### src/rtl/mem_arb_pkg.sv
// rtl/mem_arb_pkg.sv - shared types and constants for the unified-memory arbiter
package mem_arb_pkg;

    // Arbiter sequencing states.
    typedef enum logic [2:0] {
        IDLE  = 3'd0,
        WRITE = 3'd1,
        ISSUE = 3'd2,
        DRAIN = 3'd3,
        DONE  = 3'd4
    } state_t;

    // Which cache currently owns the memory.
    typedef enum logic {
        GNT_I = 1'b0,
        GNT_D = 1'b1
    } grant_t;

    localparam int BLOCK_BYTES = 16;
    localparam int WORD_BYTES  = 2;

endpackage

### src/rtl/fill_counter.sv
// rtl/fill_counter.sv - up-counter with synchronous clear and terminal-count flag
//
// Ports:
//   clk, rst_n : clock, asynchronous active-low reset
//   clear      : return count to zero next cycle (wins over inc)
//   inc        : advance count by one
//   count      : current count value
//   last       : count currently equals TERM-1
module fill_counter #(
    parameter int WIDTH = 4,
    parameter int TERM  = 8
) (
    input  logic             clk,
    input  logic             rst_n,
    input  logic             clear,
    input  logic             inc,
    output logic [WIDTH-1:0] count,
    output logic             last
);

    always_ff @(posedge clk or negedge rst_n) begin
        if (!rst_n) begin
            count <= '0;
        end else if (clear) begin
            count <= '0;
        end else if (inc) begin
            count <= count + WIDTH'(1);
        end
    end

    assign last = (count == WIDTH'(TERM - 1));

endmodule

### src/rtl/mem_arbiter.sv
// rtl/mem_arbiter.sv - shares unified memory between I-cache fills and D-cache fills/writes
//
// Ports:
//   clk, rst_n                      : clock, asynchronous active-low reset
//   i_req, i_addr                   : I-cache block fill request (held until i_done)
//   d_req, d_wr, d_addr, d_wdata    : D-cache fill or single-word write (held until d_done)
//   mem_addr/enable/wr/wdata        : memory command
//   mem_rdata, mem_data_valid       : memory read return
//   fill_data, fill_word            : returned word and its index in the block
//   i_fill_we, d_fill_we            : write the returned word into that cache
//   i_done, d_done                  : one-cycle completion pulses
//   busy                            : arbiter not idle
module mem_arbiter
    import mem_arb_pkg::*;
#(
    parameter int ADDR_W  = 16,
    parameter int DATA_W  = 16,
    parameter int WORDS   = 8,
    parameter int MEM_LAT = 4
) (
    input  logic              clk,
    input  logic              rst_n,
    input  logic              i_req,
    input  logic [ADDR_W-1:0] i_addr,
    input  logic              d_req,
    input  logic [ADDR_W-1:0] d_addr,
    input  logic              d_wr,
    input  logic [DATA_W-1:0] d_wdata,
    output logic [ADDR_W-1:0] mem_addr,
    output logic              mem_enable,
    output logic              mem_wr,
    output logic [DATA_W-1:0] mem_wdata,
    input  logic [DATA_W-1:0] mem_rdata,
    input  logic              mem_data_valid,
    output logic [DATA_W-1:0] fill_data,
    output logic [2:0]        fill_word,
    output logic              i_fill_we,
    output logic              d_fill_we,
    output logic              i_done,
    output logic              d_done,
    output logic              busy
);

    localparam int CNT_W = $clog2(WORDS) + 1;
    localparam logic [ADDR_W-1:0] BASE_MASK = ~ADDR_W'(BLOCK_BYTES - 1);

    state_t            state, state_n;
    grant_t            grant, last_grant;
    logic [ADDR_W-1:0] addr_q;
    logic [DATA_W-1:0] wdata_q;

    logic [CNT_W-1:0]  issue_cnt, ret_cnt;
    logic              issue_last, ret_last;
    logic              want_d, pick_i, any_req, accept, cnt_clear;

    // D side normally wins; I wins only when D had the previous grant,
    // so a continuously requesting D-cache cannot starve the I-cache.
    assign want_d  = d_req | d_wr;
    assign pick_i  = i_req & (~want_d | (last_grant == GNT_D));
    assign any_req = i_req | want_d;

    // Returns count only while a fill owns the memory; stray or
    // post-reset returns arriving in other states are dropped.
    assign accept    = mem_data_valid & ((state == ISSUE) | (state == DRAIN));
    assign cnt_clear = (state == IDLE) | (state == DONE);

    fill_counter #(.WIDTH(CNT_W), .TERM(WORDS)) u_issue_cnt (
        .clk   (clk),
        .rst_n (rst_n),
        .clear (cnt_clear),
        .inc   (state == ISSUE),
        .count (issue_cnt),
        .last  (issue_last)
    );

    fill_counter #(.WIDTH(CNT_W), .TERM(WORDS)) u_ret_cnt (
        .clk   (clk),
        .rst_n (rst_n),
        .clear (cnt_clear),
        .inc   (accept),
        .count (ret_cnt),
        .last  (ret_last)
    );

    always_ff @(posedge clk or negedge rst_n) begin
        if (!rst_n) begin
            state      <= IDLE;
            grant      <= GNT_I;
            last_grant <= GNT_I;
            addr_q     <= '0;
            wdata_q    <= '0;
        end else begin
            state <= state_n;
            // Requester inputs are sampled once at grant; later changes
            // or a dropped request do not disturb the operation.
            if (state == IDLE && any_req) begin
                wdata_q <= d_wdata;
                if (pick_i) begin
                    grant  <= GNT_I;
                    addr_q <= i_addr & BASE_MASK;
                end else begin
                    grant  <= GNT_D;
                    addr_q <= d_wr ? d_addr : (d_addr & BASE_MASK);
                end
            end
            if (state == DONE) begin
                last_grant <= grant;
            end
        end
    end

    always_comb begin
        state_n = state;
        case (state)
            IDLE: begin
                if (pick_i)     state_n = ISSUE;
                else if (d_wr)  state_n = WRITE;
                else if (d_req) state_n = ISSUE;
            end
            WRITE:   state_n = DONE;
            ISSUE:   if (issue_last) state_n = DRAIN;
            DRAIN:   if (accept && ret_last) state_n = DONE;
            DONE:    state_n = IDLE;
            default: state_n = IDLE;
        endcase
    end

    always_comb begin
        mem_addr   = '0;
        mem_enable = 1'b0;
        mem_wr     = 1'b0;
        mem_wdata  = '0;
        fill_data  = '0;
        fill_word  = '0;
        i_fill_we  = 1'b0;
        d_fill_we  = 1'b0;
        i_done     = 1'b0;
        d_done     = 1'b0;
        busy       = (state != IDLE);

        case (state)
            WRITE: begin
                mem_enable = 1'b1;
                mem_wr     = 1'b1;
                mem_addr   = addr_q;
                mem_wdata  = wdata_q;
            end
            ISSUE: begin
                mem_enable = 1'b1;
                mem_addr   = addr_q + ADDR_W'(issue_cnt) * ADDR_W'(WORD_BYTES);
            end
            DONE: begin
                i_done = (grant == GNT_I);
                d_done = (grant == GNT_D);
            end
            default: ;
        endcase

        if (accept) begin
            fill_data = mem_rdata;
            fill_word = 3'(ret_cnt);
            i_fill_we = (grant == GNT_I);
            d_fill_we = (grant == GNT_D);
        end
    end

endmodule

### config.mk
export PLATFORM = sky130hd
export DESIGN_NAME = mem_arbiter
export DESIGN_NICKNAME = d
export VERILOG_FILES = /design/src/rtl/mem_arb_pkg.sv /design/src/rtl/fill_counter.sv /design/src/rtl/mem_arbiter.sv
export SDC_FILE = /design/constraint.sdc
export NUM_CORES = 1
export LEC_CHECK = 0
export BUFFER_PORTS_ARGS = -buffer_cell sky130_fd_sc_hd__buf_4
export CAP_MARGIN = 10
export CORE_UTILIZATION = 50
export CTS_CLUSTER_DIAMETER = 30
export DETAILED_ROUTE_END_ITERATION = 10
export HOLD_SLACK_MARGIN = 0.02
export PLACE_DENSITY_LB_ADDON = 0.3
export SYNTH_ARGS = -nofsm -noshare
export SYNTH_HDL_FRONTEND = slang
export SYNTH_SLANG_ARGS = --single-unit
### constraint.sdc
create_clock -name clk -period 5.2 [get_ports clk]
set_input_delay 0.52 -clock clk [delete_from_list [all_inputs] [get_ports clk]]
set_output_delay 0.52 -clock clk [all_outputs]
set_load 0.02 [all_outputs]
==> summary.txt, run 1 <==
Drt
  – Routed wire per std cell: between 10 and 15 µm
  – Final ANT Viol Nets: 0
  – Post-Route WL: 6520 µm
  – Drt first pass iters: 4
  – Routed via count: 2469
  – Avg Vias per Cell: between 5 and 6
  – Iteration-0 DRC Markers: 74
  – Post-route DRC: 0

Synth
  – Cell Area, Synth: 2710 µm²
  – FFs w/ async S/R, synth: 1.00
  – Synth top area share: 0.415
  – Post-synth top flop: dfrtp_1
  – Post-synth cell types: 42
  – Ys Warns: 0
  – Post-Syn Instances: 283
  – Post-synthesis sequential area ratio: 0.415
  – Syn_nets: 360
  – Synth area leaders: dfrtp_1 42%, and2_1 8.8%, o21ai_1 6.3%
  – Avg Inst Size Synth: between 9 and 10 µm²
  – Cell taking the most area after synthesis: dfrtp_1
  – Post-synth EDFFs: 0
  – Post-synthesis register bit count: 45

Clocking
  – Post-cts resize count: 0
  – Number of buffers created by CTS: 5
  – Worst-Skew Late Latency: 0.30 ns
  – CTS tree: built
  – Clock transition at path regs: 0.09 ns
  – Setup bufs post-CTS: 0
  – CTS Root Buffer Type: clkbuf_8
  – Clock Path Buffers: 2
  – Post-CTS Hold Fix Bufs: 0
  – CTS Sinks: 45
  – CTS HTree Levels: 2

Place
  – Post-DP HPWL: 4830 µm
  – Dpl cells: 460
  – Gpl congestion: between 0.7 and 0.8
  – Port bufs: 123

Global route
  – Number of global-route vias before repair: around 2300
  – Largest net degree at the start of global routing: 46
  – First-pass GRT wire length: 10400 µm
  – Initial antenna violation count: 0
  – Gr usage total: 0.238
  – GRT Residual Overflow: 0

Setup path
  – Critical Path Slowest Stage Cell: nor2_2
  – Critical path class: reg2out
  – Critical Path AT: 2.46 ns
  – CP max stage delay: 0.91 ns
  – Startpoint Class: flop
  – Reg2reg start: state[1]$_DFFE_PN0P_
  – CP delay by family, top: simple AND/OR/NAND/NOR gates
  – Buf/Inv on CP: 1
  – Cells along the critical path: nand2b_1 -> nor2_2 -> o21ai_0 -> o21ai_1 -> buf_4
  – Critical Path End Type: output pin
  – Worst setup startpoint: state[2]$_DFFE_PN0P_
  – Critical Path RT: 4.68 ns
  – Worst-path fanout max: 32

Die
  – Vertical die dimension: about 76 µm
  – I/O pins: 128
  – Core area: 5170 µm²
  – Die area: 5720 µm²
  – Num rows: 26
  – Die X: ~76 µm
  – Initial Util: 0.524

Timing
  – Endpoints failing hold: 0
  – # setup viols final: 0
  – Final Slew Violations: 0
  – Peak Freq: 336 MHz
  – Unrepaired setup endpoints after global routing: no
  – Slew margin rel.: 0.211
  – Period utilisation layout: 0.572
  – Worst slew pin tran: 1.18 ns
  – Final Skew: 0.00507 ns
  – Post-layout min period: between 2 and 3 ns
  – Final setup TNS: 0 ns

Cells and area
  – NumNets Final: 474
  – Non-Filler Instances: 468
  – Layout fillers: 392
  – Area Overhead vs Synth: 37.9%
  – # diodes: 0
  – Layout cells sized above 1: 0.357

Min path
  – Min-Delay Path Class: in2async

Power
  – Max IR drop VDD: 268 µV
  – Pwr/cell area: 535 nW/µm²
  – Static leakage: 1.88 nW

Flow run
  – Max-cap violations: 0

Outcome
  – Status: complete, no violations
-- synth_stat cells (3+ instances only) --
library cell and number:
ha_1 6, nand3b_1 3, mux2_1 15, mux2i_1 13
nor2_1 14, nand3_1 7, nand4_1 5, o21ai_1 34
o31ai_1 3, and3_1 4, and2_1 38, xor2_1 4
clkbuf_1 6, dfrtp_1 45, o21ai_0 3, a21oi_1 7
buf_2 10, a22o_1 6, mux2_2 3, a31oi_1 3
nand2_1 27
-- sequential cells by signal (all words and copies together) (netlist names) --
| signal | cells |
|---|---|
| state | 3 |
| last_grant | 1 |
| u_ret_cnt.count | 4 |
| grant | 1 |
| wdata_q | 16 |
| addr_q | 16 |
| u_issue_cnt.count | 4 |
-- path summary, 6_finish.rpt --
path	depth (start not counted)	slack (ns)	to
max reg2reg	5	3.35	u_ret_cnt.count[3]$_DFFE_PN0P_
min reg2reg	1	0.49	wdata_q[12]$_DFFE_PN0P_
min	1	0.20	addr_q[3]$_DFFE_PN0P_
max	5	2.22	mem_addr[7]
min in group clk	2	0.43	wdata_q[13]$_DFFE_PN0P_
max in group asynchronous	1	4.60	addr_q[5]$_DFFE_PN0P_
-- cells in the final DEF, fill, tap and decap left out, types with 7 or more instances in the layout --
cell type,n
and2_1,38
nand3_1,7
dfrtp_1,45
nor2_1,13
a21oi_1,7
buf_4,124
nand2_1,27
o21ai_1,34
mux2_1,15
mux2i_1,13
-- kinds of logic (layout without fill, tap and decap cells) --
logic type / after synthesis / after routing / share of synthesized area
simple gates: 109 / 109 / 0.222
compound gates: 66 / 66 / 0.152
flops: 45 / 45 / 0.415
mux: 31 / 31 / 0.123
buf+inv: 19 / 134 / 0.0337
fa+ha+maj: 7 / 7 / 0.0351
xor+xnor: 6 / 6 / 0.0194
-- layer usage --
metal | global-route usage | vias up | wire length [µm]
met2 | 0.420 | 87 | 3220
met4 | 0.0453 | 0 | 36
met1 | 0.287 | 1150 | 2760
li1 | - | 1228 | -
met3 | 0.0794 | 4 | 498
met5 | 0 | - | 0
-- area by class of cell --
| class | count | area, µm² | share of cell area |
|---|---|---|---|
| multi-input combinational | 219 | 1500 | 0.400 |
| tap | 70 | 87.6 | 0.0234 |
| clock inverter | 3 | 21.3 | 0.00569 |
| sequential | 45 | 1130 | 0.301 |
| clock buffer | 5 | 68.8 | 0.0184 |
| inverter | 2 | 7.51 | 0.00201 |
| timing repair buffer | 124 | 931 | 0.249 |
-- power breakdown --
part           total (W)  switching, W  internal [W]  leakage [nW]
Sequential      0.000664      0.000156      0.000509         0.556
Combinational    0.00111      0.000617      0.000497          1.28
Clock           0.000220      0.000125     0.0000955        0.0445
-- through the flow --
stage                     instance area [µm²]  hold WS (ns)  setup WS [ns]  utilization  power, W
after floorplan                          2710         0.224           2.93            -   0.00140
after global routing                     3740         0.251           2.03        0.723   0.00216
after global placement                   3650         0.465           2.61        0.705   0.00175
final                                    3740         0.199           2.22        0.723   0.00200
after detailed placement                 3650         0.473           2.53        0.705   0.00179
after CTS                                3740         0.228           2.20        0.723   0.00201
(Power assumes the default switching activity.)
==> run 2: changes to the inputs <==
--- a/config.mk
+++ b/config.mk
@@ -5,9 +5,10 @@
 export SDC_FILE = /design/constraint.sdc
 export NUM_CORES = 1
 export LEC_CHECK = 0
+export ABC_AREA = 1
 export BUFFER_PORTS_ARGS = -buffer_cell sky130_fd_sc_hd__buf_4
 export CAP_MARGIN = 10
-export CORE_UTILIZATION = 50
+export CORE_UTILIZATION = 48
 export CTS_CLUSTER_DIAMETER = 30
 export DETAILED_ROUTE_END_ITERATION = 10
 export HOLD_SLACK_MARGIN = 0.02
==> constraint.sdc (replaced) <==
create_clock -name clk -period 3 [get_ports clk]
set_input_delay 0.3 -clock clk [delete_from_list [all_inputs] [get_ports clk]]
set_output_delay 0.3 -clock clk [all_outputs]
set_load 0.02 [all_outputs]
==> run 2 against run 1 <==
Critical path depth grew 6. Non-clock buffer count rose by 1. Final area grew 5.3%. Total power is 93% higher. Critical endpoint is now mem_addr[15].
==> summary.txt, run 2 <==
Drt
  – Iteration-0 DRC Markers: 135 (+82%)
  – Drt first pass iters: 4 (unchanged)
  – Post-route DRC: 0 (unchanged)
  – Routed wire per std cell: 12.4 µm (-11%)
  – Post-Route WL: 7470 µm (+14%)
  – Final ANT Viol Nets: 0 (unchanged)
  – Avg Vias per Cell: 5.00 (-5.3%)
  – Routed via count: 3017 (+22%)

Clocking
  – CTS Sinks: 45 (unchanged)
  – CTS tree: built
  – CTS Root Buffer Type: clkbuf_8
  – Number of buffers created by CTS: 5 (unchanged)
  – Setup bufs post-CTS: 0 (unchanged)
  – Worst-Skew Late Latency: 0.30 ns (about the same)
  – Clock Path Buffers: 2 (unchanged)
  – Clock transition at path regs: 0.09 ns (about the same)
  – CTS HTree Levels: 2 (unchanged)

Timing
  – Worst slew pin tran: 0.689 ns (-0.492 ns)
  – Period utilisation layout: 0.851
  – Slew margin rel.: 0.540 (+0.329)
  – Unrepaired setup endpoints after global routing: no
  – Final setup TNS: 0 ns (unchanged)
  – # setup viols final: 0 (unchanged)
  – Post-layout min period: 2.55 ns
  – Endpoints failing hold: 0 (unchanged)
  – Final Slew Violations: 0 (unchanged)
  – Peak Freq: 392 MHz
  – Final Skew: 0.00908 ns (+0.00401 ns)

Setup path
  – Worst path most repeated cell: nand2_1
  – Worst-path fanout max: 5 (-84%)
  – Critical Path RT: 2.70 ns (-1.98 ns)
  – Critical path class: reg2out
  – Startpoint Class: flop
  – Cells along the critical path: ha_1 -> fa_1 -> nand2_1 -> nand2_1 -> nand3b_1 -> inv_1 -> nand2_1 -> nand2_1 -> nand3_1 -> nand2_1 -> buf_4
  – Critical Path End Type: output pin
  – Critical Path Slowest Stage Cell: dfrtp_1
  – Critical Path AT: 2.25 ns (-0.21 ns)
  – R2R depth: 5 (unchanged)
  – CP max stage delay: 0.44 ns (-0.47 ns)

Cells and area
  – Commonest cells after routing, fill and taps aside: 124 x buf_4, 88 x nand2_1, 68 x nor2_1
  – # diodes: 0 (unchanged)
  – Post-layout util: 0.698 (-0.0251)
  – Non-Filler Instances: 604 (+29%)
  – Layout cells sized above 1: 0.291 (-0.0654)
  – Most common cell after layout, fill and taps aside: buf_4
  – Area Overhead vs Synth: 36.4%
  – Biggest registers after layout: addr_q x16, wdata_q x16
  – NumNets Final: 608 (+28%)

Power
  – Pwr/cell area: 982 nW/µm² (+84%)
  – Max IR drop VDD: 558 µV (+110%)
  – Sw frac: 0.492 (+0.0427)
  – Internal: 0.00196 W (+78%)
  – Clk pwr share: 0.097 (-0.013)
  – Sequential Power Share: 0.298 (-0.034)
  – Net Sw Power: 0.00190 W (+110%)
  – Combinational Power Share: 0.605 (+0.048)
  – Static leakage: 2.11 nW (+13%)

Die
  – Die area: 6330 µm² (+11%)
  – Num rows: 27 (+3.8%)
  – I/O pins: 128 (unchanged)
  – Initial Util: 0.512 (-0.0125)
  – Vertical die dimension: 79.5 µm (+5.2%)
  – Die X: 79.5 µm (+5.2%)
  – Core area: 5640 µm² (+9.1%)

Global route
  – M2 GR Usage: 0.441 (+0.0214)
  – Largest net degree at the start of global routing: 65 (+41%)
  – Gr usage total: 0.254 (+0.0159)
  – Global routing's busiest layer: met2
  – Initial antenna violation count: 0 (unchanged)
  – Met3 usage: 0.0480 (-0.0314)
  – Number of global-route vias before repair: 2901 (+24%)
  – First-pass GRT wire length: 12700 µm (+22%)
  – GRT Residual Overflow: 0 (unchanged)
  – M1 GR Usage: 0.322 (+0.0351)

Synth
  – Cell taking the most area after synthesis: dfrtp_1
  – Post-synthesis sequential area ratio: 0.390 (-0.0252)
  – Syn_nets: 489 (+36%)
  – Commonest cells in the netlist: 88 x nand2_1, 68 x nor2_1, 66 x inv_1
  – Compound-Gate Fraction of Synth Area: 0.155 (+0.00290)
  – FFs w/ async S/R, synth: 1.00 (unchanged)
  – Synth area leaders: dfrtp_1 39%, nand2_1 11%, nor2_1 8.8%
  – Post-synthesis register bit count: 45 (unchanged)
  – Xor and xnor area share after synthesis: 0.00303 (-0.0163)
  – Post-synthesis simple-gate area fraction: 0.302 (+0.0806)
  – Adder-cell share of the synthesized area: 0.0329 (-0.00213)
  – Post-Syn Instances: 412 (+46%)
  – Post-synth EDFFs: 0 (unchanged)
  – Most instantiated library cell after synthesis: nand2_1
  – Synth top area share: 0.390 (-0.0252)
  – Ys Warns: 0 (unchanged)
  – Avg Inst Size Synth: 7.01 µm² (-27%)
  – Post-synth cell types: 35 (-17%)
  – Largest family of logic cells by synthesized area: simple AND/OR/NAND/NOR gates
  – Mux cell area share after synthesis: 0 (-0.123)
  – Post-synth top flop: dfrtp_1
  – Cell Area, Synth: 2890 µm² (+6.5%)

Place
  – Gpl congestion: 0.866 (+12%)
  – Post-DP HPWL: 5800 µm (+20%)
  – Port bufs: 123 (unchanged)
  – Dpl cells: 595 (+29%)

Outcome
  – Status: complete, no violations

Flow run
  – Max-cap violations: 0 (unchanged)

Min path
  – Hold Path Stages: 3
  – Min-Delay Path Class: in2reg
==> run 2: what timing repair did <==
item | CTS | global route
endpoints found under the hold margin | 45 | 0
gates resized for setup | 0 | 0
hold buffers | 1 | 0
==> run 2: area by class of cell <==
cell class	count	area, µm²
fill	480	1710
clock buffer	5	68.8
clock inverter	3	21.3
inverter	70	265
sequential	45	1130
timing repair buffer	125	941
tap	72	90.1
multi-input combinational	284	1420
==> run 2: worst paths after layout <==
kind | startpoint | to | slack, ns
worst max-delay path | u_issue_cnt.count[0]$_DFFE_PN0P_ | mem_addr[15] | 0.45
worst min-delay path | d_wdata[8] | wdata_q[8]$_DFFE_PN0P_ | 0.20
worst max register to register | state[1]$_DFFE_PN0P_ | addr_q[10]$_DFFE_PN0P_ | 1.07
worst min register to register | last_grant$_DFFE_PN0N_ | last_grant$_DFFE_PN0N_ | 0.52
max in group asynchronous | rst_n | last_grant$_DFFE_PN0N_ | 2.07
min in group asynchronous | rst_n | wdata_q[9]$_DFFE_PN0P_ | 0.53
==> run 2: logic make-up (layout without fill, tap and decap cells) <==
kind of cell	Yosys count	count (layout)
simple gates	199	199
buf+inv	83	203
compound gates	77	77
flops	45	45
fa+ha+maj	7	7
xor+xnor	1	1
==> run 2: per-stage QoR <==
stage | hold slack [ns] | worst slack (ns) | cell area, µm² | power [W]
2_1_floorplan | 0.00441 | 0.832 | 2890 | 0.00273
3_3_place_gp | 0.331 | 0.833 | 3840 | 0.00342
3_5_place_dp | 0.330 | 0.780 | 3840 | 0.00349
4_1_cts | 0.200 | 0.446 | 3940 | 0.00388
5_1_grt | 0.200 | 0.283 | 3940 | 0.00420
6_report | 0.202 | 0.447 | 3940 | 0.00387
==> run 2: worst max-delay path: cells and delay by family, from the launching register on <==
family	cells	cell delay, ns
fa+ha+maj	2	0.68
buf+inv	2	0.24
simple gates	7	0.59
flops	1	0.44
==> run 2: metal layers <==
layer  vias to the layer above  wire length (µm)  part of all wire
li1                       1544                 -                 -
met1                      1365              3250              0.44
met2                        96              3690              0.49
met3                        12               420             0.056
met4                         0               110             0.015
met5                         -                 0                 0
==> run 2: power by group through the flow <==
| stage | sequential (W) | clock [W] | combinational (W) |
|---|---|---|---|
| final | 0.00115 | 0.000375 | 0.00234 |
| after global routing | 0.00119 | 0.000412 | 0.00260 |
| after CTS | 0.00115 | 0.000385 | 0.00235 |
| after detailed placement | 0.00116 | 0 | 0.00234 |
| after global placement | 0.00114 | 0 | 0.00228 |
| after floorplan | 0.00110 | 0 | 0.00163 |
